[config.mk]
export PLATFORM = sky130hd
export DESIGN_NAME = count_pwm_gen
export DESIGN_NICKNAME = d
export VERILOG_FILES = /design/src/rtl/pwm_pkg.sv /design/src/rtl/duty_shadow_reg.sv /design/src/rtl/count_pwm_gen.sv
export SDC_FILE = /design/constraint.sdc
export NUM_CORES = 1
export LEC_CHECK = 0
export CAP_MARGIN = 20
export CELL_PAD_IN_SITES_DETAIL_PLACEMENT = 1
export CELL_PAD_IN_SITES_GLOBAL_PLACEMENT = 1
export CORE_AREA = 2 2 45 47
export CTS_CLUSTER_SIZE = 40
export DETAILED_ROUTE_END_ITERATION = 7
export DIE_AREA = 0 0 47 49
export PLACE_DENSITY_LB_ADDON = 0.1
export SYNTH_ARGS = -nofsm -noshare
export SYNTH_HDL_FRONTEND = slang
export SYNTH_SLANG_ARGS = --single-unit
[constraint.sdc]
create_clock -name clk -period 3.3 [get_ports clk]
set_clock_uncertainty 0.1 [all_clocks]
set_input_delay 0.66 -clock clk [delete_from_list [all_inputs] [get_ports clk]]
set_output_delay 0.66 -clock clk [all_outputs]
set_load 0.01 [all_outputs]
[src/rtl/pwm_pkg.sv]
// Shared types and helpers for the count-driven PWM generator.
// Holds the default count width, the duty FSM state encoding and the
// duty saturation helper used by the handshake front end.
package pwm_pkg;

  localparam int CW_DEF = 4;
  localparam int DUTY_W = CW_DEF + 1;

  // Two-state duty FSM: no request waiting / request waiting for a wrap.
  typedef logic [0:0] state_t;
  localparam state_t ST_IDLE = 1'b0;
  localparam state_t ST_PEND = 1'b1;

  // Clamp a requested duty to the full period length (2**cw counts).
  function automatic logic [31:0] sat_duty(input logic [31:0] d, input int unsigned cw);
    logic [31:0] lim;
    lim = 32'd1 << cw;
    return (d > lim) ? lim : d;
  endfunction

endpackage

[src/rtl/duty_shadow_reg.sv]
// Duty request front end: valid/ready handshake, saturation and shadow register.
// A request is taken only while no other request is waiting; it stays pending
// until the next period_start strobe, at which point the top commits it.
module duty_shadow_reg
  import pwm_pkg::*;
#(
  parameter int CW = CW_DEF
) (
  input  logic          clk,
  input  logic          clr_n,
  input  logic          duty_valid,
  input  logic [CW:0]   duty_data,
  input  logic          period_start,
  output logic          duty_ready,
  output logic          pending,
  output logic [CW:0]   shadow,
  output state_t        state_o
);

  localparam int DW = CW + 1;

  // Handshake: a transfer happens on any clock edge where duty_valid and
  // duty_ready are both 1. duty_data must be stable while duty_valid is 1;
  // duty_ready only depends on internal state, never on duty_valid.

  state_t          state_q, state_d;
  logic [DW-1:0]   shadow_q, shadow_d;

  // Next-state: accept while idle, release the pending request on a wrap.
  always_comb begin
    state_d  = state_q;
    shadow_d = shadow_q;
    case (state_q)
      ST_IDLE: begin
        if (duty_valid) begin
          shadow_d = DW'(sat_duty(32'(duty_data), CW));
          state_d  = ST_PEND;
        end
      end
      ST_PEND: begin
        if (period_start) begin
          state_d = ST_IDLE;
        end
      end
      default: state_d = ST_IDLE;
    endcase
  end

  // State and shadow registers; reset drops any pending request.
  always_ff @(posedge clk or negedge clr_n) begin
    if (!clr_n) begin
      state_q  <= ST_IDLE;
      shadow_q <= '0;
    end else begin
      state_q  <= state_d;
      shadow_q <= shadow_d;
    end
  end

  assign duty_ready = (state_q == ST_IDLE);
  assign pending    = (state_q == ST_PEND);
  assign shadow     = shadow_q;
  assign state_o    = state_q;

endmodule

[src/rtl/count_pwm_gen.sv]
// PWM generator driven by an upstream free-running counter.
// Detects the count wrap, commits the shadowed duty glitch-free at the wrap,
// compares the count against the duty and registers pwm_out and period_tick.
// Optional build macro CNT_SEQ_CHECK_EN adds a sticky count sequence checker
// (count_err / err_clr); without it count_err is tied low.
module count_pwm_gen
  import pwm_pkg::*;
#(
  parameter int   CW  = CW_DEF,
  parameter logic POL = 1'b0
) (
  input  logic          clk,
  input  logic          clr_n,
  input  logic [CW-1:0] count,
  input  logic          duty_valid,
  input  logic [CW:0]   duty_data,
  output logic          duty_ready,
  output logic          pwm_out,
  output logic          period_tick,
  input  logic          err_clr,
  output logic          count_err
);

  localparam int DW = CW + 1;

  logic          last_max_q;
  logic          period_start;
  logic          pending;
  logic [DW-1:0] shadow;
  logic [DW-1:0] active_q, active_d;
  logic [DW-1:0] duty_eff;
  logic          pwm_q, pwm_d;
  logic          tick_q;
  // FSM state tap, kept as a named net so checkers can bind to it here.
  state_t        unused_shadow_state;

  duty_shadow_reg #(
    .CW (CW)
  ) u_shadow (
    .clk          (clk),
    .clr_n        (clr_n),
    .duty_valid   (duty_valid),
    .duty_data    (duty_data),
    .period_start (period_start),
    .duty_ready   (duty_ready),
    .pending      (pending),
    .shadow       (shadow),
    .state_o      (unused_shadow_state)
  );

  // A period starts when the count returns to 0 right after its maximum, so a
  // held upstream clear (count stuck at 0) yields at most one start.
  assign period_start = last_max_q && (count == '0);

  // The pending duty takes effect on the very cycle it is committed.
  assign duty_eff = (period_start && pending) ? shadow : active_q;
  assign active_d = (period_start && pending) ? shadow : active_q;
  assign pwm_d    = ({1'b0, count} < duty_eff) ^ POL;

  // Wrap detector, active duty and registered outputs.
  always_ff @(posedge clk or negedge clr_n) begin
    if (!clr_n) begin
      last_max_q <= 1'b0;
      active_q   <= '0;
      pwm_q      <= POL;
      tick_q     <= 1'b0;
    end else begin
      last_max_q <= (count == '1);
      active_q   <= active_d;
      pwm_q      <= pwm_d;
      tick_q     <= period_start;
    end
  end

  assign pwm_out     = pwm_q;
  assign period_tick = tick_q;

`ifdef CNT_SEQ_CHECK_EN
  logic [CW-1:0] prev_q;
  logic          chk_en_q;
  logic          err_q;
  logic          seq_bad;

  // A count of 0 is an upstream clear and is always legal.
  assign seq_bad = chk_en_q && (count != prev_q + CW'(1)) && (count != '0);

  // Sequence checker: the first post-reset cycle only primes prev_q; a new
  // error takes priority over a simultaneous clear.
  always_ff @(posedge clk or negedge clr_n) begin
    if (!clr_n) begin
      prev_q   <= '0;
      chk_en_q <= 1'b0;
      err_q    <= 1'b0;
    end else begin
      prev_q   <= count;
      chk_en_q <= 1'b1;
      if (seq_bad) begin
        err_q <= 1'b1;
      end else if (err_clr) begin
        err_q <= 1'b0;
      end
    end
  end

  assign count_err = err_q;
`else
  logic unused_err_clr;
  assign unused_err_clr = err_clr;
  assign count_err      = 1'b0;
`endif

endmodule

# After elaboration in Yosys (flattened, before gate mapping)
# Cells that the tools add are included.
# word_totals
ff_bits	14
output_inout_bits	4
inputBits	13
# classes
eq_ne	1
magnitude_cmp	2
n_mux	5
reduce_logical	4
bitwise_logic	1
# op_table
op	n
5-bit two-way mux	2
5-bit greater-than comparator (second input constant)	1
4-bit by 5-bit less-than comparator with 1-bit output	1
4-bit equality test (second input constant)	1
4-bit zero test	1
1-bit logical AND	2
1-bit two-way mux	2
1-bit case mux with 2 select lines	1
2-bit AND reduction	1
1-bit inverter	1

# Logic depth before layout (Yosys ltp)
# depth
ltp_word	5
mapped_depth	8
depth_no_buf	8

# Cells and area by module
# From an unflattened synthesis, not the netlist that was laid out.
# hier_totals
cells_unflattened	56
area_unflattened_um2	711.9
# modules_own_cells
module	area_per_inst_um2	cells_each	instances	seq_area_each_um2
count_pwm_gen	415.4	36	1	200.2
duty_shadow_reg	296.5	20	1	150.1

# Worst setup path after synthesis
# Ideal clock, no wire load.
# synth_path
path_kind	input-to-reg
from	input port count[0]
to	register pwm_q, in the netlist pwm_out
stages	8
arrival_time_ns	2.376
setup_slack_ns	0.746
n_path_buf	0
path_cell_list	or3_4 -> nor4_4 -> mux2i_1 -> ha_1 -> a21o_1 -> a21oi_1 -> o21ai_0 -> o21bai_1
# synth_between
elab_chain_cells	5
# synth_lines
item	line	text
from (decl)	count_pwm_gen.sv:14	input logic [CW-1:0] count,
4-bit zero test	count_pwm_gen.sv:53	assign period_start = last_max_q && (count == '0);
1-bit logical AND	count_pwm_gen.sv:53	
1-bit logical AND	count_pwm_gen.sv:56	assign duty_eff = (period_start && pending) ? shadow : active_q;
5-bit two-way mux	-	
4-bit by 5-bit less-than comparator with 1-bit output (*)	count_pwm_gen.sv:58	assign pwm_d = ({1'b0, count} < duty_eff) ^ POL;
via pwm_d	count_pwm_gen.sv:32	logic pwm_q, pwm_d;
to (signal assigned)	count_pwm_gen.sv:70	pwm_q <= pwm_d;
to (decl)	count_pwm_gen.sv:32	
# The timed path passes the listed nets; every way through them passes the cells marked *.
# A chain may end at the register's enable or synchronous reset.

# Final worst setup path
# layout_path
from	input port count[1]
to	register pwm_q, in the netlist pwm_out
# Same word-level chain as after synthesis.

==> impl.org <==
** Critical path
- Largest stage delay on the critical path :: 0.46 ns
- Slowest cell on the critical path :: sky130_fd_sc_hd__clkdlybuf4s50_1
- Type of the setup path with the least slack :: primary input to flop
- Worst EP arrival :: 2.92 ns
- The worst setup path is launched from a primary input.
- Cell Chain, Critical Path :: clkdlybuf4s50_1, or3_4, nor4_4, mux2i_1, ha_1, a21o_1, a21oi_1, o21ai_0, o21bai_1
- End of the worst register-to-register path :: pwm_out
- Logic depth of the worst register-to-register path :: 8
- In this run the worst path has a maximum fanout of 4.
- For the worst setup path, the data required time is 3.39 ns.
- The worst register-to-register path begins at u_shadow.pending.
- Kind of end point of the critical path :: flop
- Setup slack on the worst reg-to-reg path comes out at around 1.2 ns.

** Synth
- Synth warn :: 0
- Cell area after technology mapping :: roughly 660 um2
- Post-synthesis sequential element count :: 14
- Largest family of logic cells by synthesized area :: simple AND/OR/NAND/NOR gates
- Adder-cell share of the synthesized area :: 0.05725
- For this run, the leading register cell type out of synthesis is sky130_fd_sc_hd__dfrtp_1.
- Summed over all instances, the cell type with the most area after synthesis is sky130_fd_sc_hd__dfrtp_1.
- Of the post-synthesis cell area, the dominant cell type holds 0.5344.
- Most instantiated library cell after synthesis :: sky130_fd_sc_hd__dfrtp_1
- Syn avg cell area :: 11.50 um2
- The synthesized netlist contains 23 unique library cells.
- The complex-gate fraction of the synthesized area is 0.1126.
- Yosys mapped a number of flops with a built-in enable equal to 0.
- Leading post-synthesis cells by cell area :: sky130_fd_sc_hd__dfrtp_1 (53%), sky130_fd_sc_hd__ha_1 (5.7%), sky130_fd_sc_hd__mux2i_1 (4.6%)
- Multiplexer area fraction after synthesis :: 0.08588
- Counting every net in the synthesized netlist gives 73.
- Of the total synthesized cell area, the portion taken by AND, OR, NAND and NOR gates is 0.1584.
- Share of the yosys chip area belonging to registers :: 0.5344
- The commonest cells after synthesis are sky130_fd_sc_hd__dfrtp_1 (14), sky130_fd_sc_hd__inv_1 (6), sky130_fd_sc_hd__nand2_1 (5), sky130_fd_sc_hd__o21ai_0 (5), sky130_fd_sc_hd__nand2b_1 (4).
- Post-Syn Instances :: 57
- Counting flops with an async set or reset pin after synthesis yields a share of 1.000.
- Of the total synthesized cell area, the portion taken by XOR and XNOR cells is 0.

** Place
- In this run, placement finished with an instance count of 98.
- At the end of routability-driven placement, the weighted congestion stood at around 0.70.
- During placement, the flow inserted port buffers numbering 14.
- Setup Slack @ Placement :: 0.2011 ns
- Summed over all nets, the half-perimeter wirelength after detailed placement is between 1 and 1.5 mm.

** Power and ir drop
- The share of total power dissipated in sequential elements is 0.580.
- Worst ir drop on vdd :: 0.2392 mV
- Of the total power, combinational logic draws 0.138.
- Net switching power :: approximately 73 uW
- Cell internal power was estimated by the tool at between 200 and 250 uW.
- P_leak :: 0.0003971 uW
- Power density over the cells :: 378.6 nW/um2
- Proportion of total power due to net switching :: 0.2257
- The share of total power dissipated in the clock network is 0.282.

** Timing
- Worst Setup Slack, final :: 0.4769 ns
- Maximum frequency from static timing analysis :: 354.2 MHz
- Ratio of final minimum period to clock period :: 0.8555
- Setup repair after global routing left no endpoint under its margin.
- Worst rel slew slack :: 0.5791
- The number of hold violations in the final report came to 0.
- Minimum period implied by the final worst setup slack :: 2.823 ns
- Total count of max-transition violations in the final report :: 0
- Worst slew pin tran :: 0.6294 ns
- Setup violations remaining at the end of the flow were counted as 0.
- Summed over all failing endpoints, the final setup total negative slack is 0 ns.

** Cells and area
- Total of fill cells in the finished design :: ~220
- After the flow finishes, the layout carries non-filler instances totaling around 100.
- The number of antenna diodes in the final layout is 0.
- For this run, the post-layout net count is slightly above 90.
- Final core utilization :: 0.4626
- Synth-to-layout area growth :: 29.96%
- In the final layout, the share of cells above drive strength 1 is 0.1486.

** Clock tree
- Clock Sinks :: 14
- Worst-path clk slew :: ~0.080 ns
- The number of setup buffers added after CTS is 0.
- Clock tree synthesis inserted a total of 3 buffers.
- H-tree levels :: 1
- Clock tree from TritonCTS :: done
- In this run the clock root is driven by a sky130_fd_sc_hd__clkbuf_4.
- CTS max path bufs :: 2
- PostCTS Resize Cnt :: 0
- For the worst-skew pair, the clock arrives at the later sink with an insertion delay of 0.26 ns.
- After clock tree synthesis, the flow added hold-fix buffers numbering 0.

** Worst hold path
- The startpoint identified for the worst hold timing path is u_shadow.shadow[1].
- Worst Hold Path EP :: u_shadow.shadow[1]
- Min-delay worst type :: flop to flop
- Along the worst hold path, the cell count comes to 2.

** Floorplan
- The die covers 2303 um2.
- Floorplan core area :: 1842 um2
- Measured along the x axis, the die boundary spans 47 um.
- Boundary Pins :: 17
- The die is 49 um tall.
- After floorplanning, the core was divided into 16 placement rows.
- Initial Utilization :: 0.3560

** GRT
- For this run the aggregate overflow at the end of global routing stands at 0.
- Wire length of the first global-routing pass :: 2.346 mm
- Number of global-route vias before repair :: 509
- Overall Global Routing Usage :: 0.1470
- Initial antenna violation count :: 0
- Largest net degree at the start of global routing :: 15

** Drt
- Drc violations :: 0
- After detailed routing, the number of vias per cell comes to 4.525.
- After detailed routing, the average wire length per cell comes to around 13 um.
- The count of nets left with antenna violations once routing finished came out at 0.
- Vias after detailed routing :: between 400 and 500
- Before antenna repair, the detailed router went through 4 iterations.
- After the first detailed-routing iteration, the DRC count stood at 4.
- The routed design has between 1 and 1.5 mm of wire.

** Flow run
- Number of maximum-capacitance violations :: 0

** Status
- Result of the run :: complete, no violations
## cell families after synthesis
group | count (synthesis)
flip-flops | 14
adder cells (fa/ha/maj) | 3
buffers and inverters | 7
multiplexers | 5
other | 1
AO/OA/AOI/OAI | 11
AND/OR/NAND/NOR | 16
## routing by layer
layer	GRT usage	up-vias	share of wire
met5	0	-	0
met4	0.06944	0	0.017
met3	0.04815	2	0.056
met2	0.2123	12	0.48
met1	0.1943	215	0.45
li1	-	228	-
## area by class of cell
class,count,area [um2],area share
well taps,27,33.78,0.03965
flip-flops and latches,14,350.3,0.4112
multi-input cells,36,275.3,0.3231
clock buffers,3,22.52,0.02643
repair buffers,15,147.6,0.1733
inverters,6,22.52,0.02643
## how the worst max path moves through the flow
stage                   from  endpoint  slack (ns)  cells past startpoint
finish              count[1]   pwm_out        0.48                      9
global route        count[0]   pwm_out        0.33                      9
global placement    count[0]   pwm_out        0.22                      9
floorplan           count[0]   pwm_out        0.75                      8
CTS                 count[1]   pwm_out        0.47                      9
detailed placement  count[1]   pwm_out        0.20                      9
## flip-flops by register name, summed over array words and instances (netlist names)
register          flops
pwm_out               1
active_q              5
period_tick           1
u_shadow.pending      1
u_shadow.shadow       5
last_max_q            1
## worst max-delay path: cells and delay by family
family	cells	cell delay, ns
AOI/OAI and AO/OA	4	0.54
adders and majority gates	1	0.29
buffers and inverters	1	0.46
muxes	1	0.29
and+or+nand+nor	2	0.68
## power by group through the flow
stage,clock network [uW],registers [uW],logic [uW]
final,90.9,187,44.6
after floorplan,0,190,19.9
after detailed placement,0,191,45.6
after global placement,0,191,44.3
after global routing,106,189,51.2
after CTS,98.3,187,45.9
## cells in the final DEF (no fill, tap or decap)
master and count:
sky130_fd_sc_hd__a211oi_1 1, sky130_fd_sc_hd__dfrtp_1 14, sky130_fd_sc_hd__mux2i_1 3, sky130_fd_sc_hd__a21o_1 1, sky130_fd_sc_hd__buf_4 1, sky130_fd_sc_hd__ha_1 3, sky130_fd_sc_hd__inv_1 6, sky130_fd_sc_hd__clkbuf_4 3
sky130_fd_sc_hd__mux2_4 1, sky130_fd_sc_hd__or3_4 1, sky130_fd_sc_hd__conb_1 1, sky130_fd_sc_hd__o21bai_1 1, sky130_fd_sc_hd__nor3_1 1, sky130_fd_sc_hd__mux2_2 1, sky130_fd_sc_hd__a21oi_1 1, sky130_fd_sc_hd__a21o_2 1
sky130_fd_sc_hd__o21ai_0 5, sky130_fd_sc_hd__nand2b_1 4, sky130_fd_sc_hd__nand2_1 5, sky130_fd_sc_hd__nor2_1 2, sky130_fd_sc_hd__and4_2 1, sky130_fd_sc_hd__o41a_2 1, sky130_fd_sc_hd__nor4_4 1, sky130_fd_sc_hd__nand3_1 1
sky130_fd_sc_hd__clkdlybuf4s50_1 14
## per-stage QoR
stage	area (um2)	power (uW)	hold WS (ns)
after floorplan	655.6	210.0	0.2644
after global placement	829.5	235.1	0.3745
after detailed placement	829.5	236.3	0.3759
after CTS	852.1	331.5	0.3939
after global routing	852.1	346.3	0.4262
final	852.1	322.6	0.3849
Note: power is estimated with default switching activity, not from simulation.
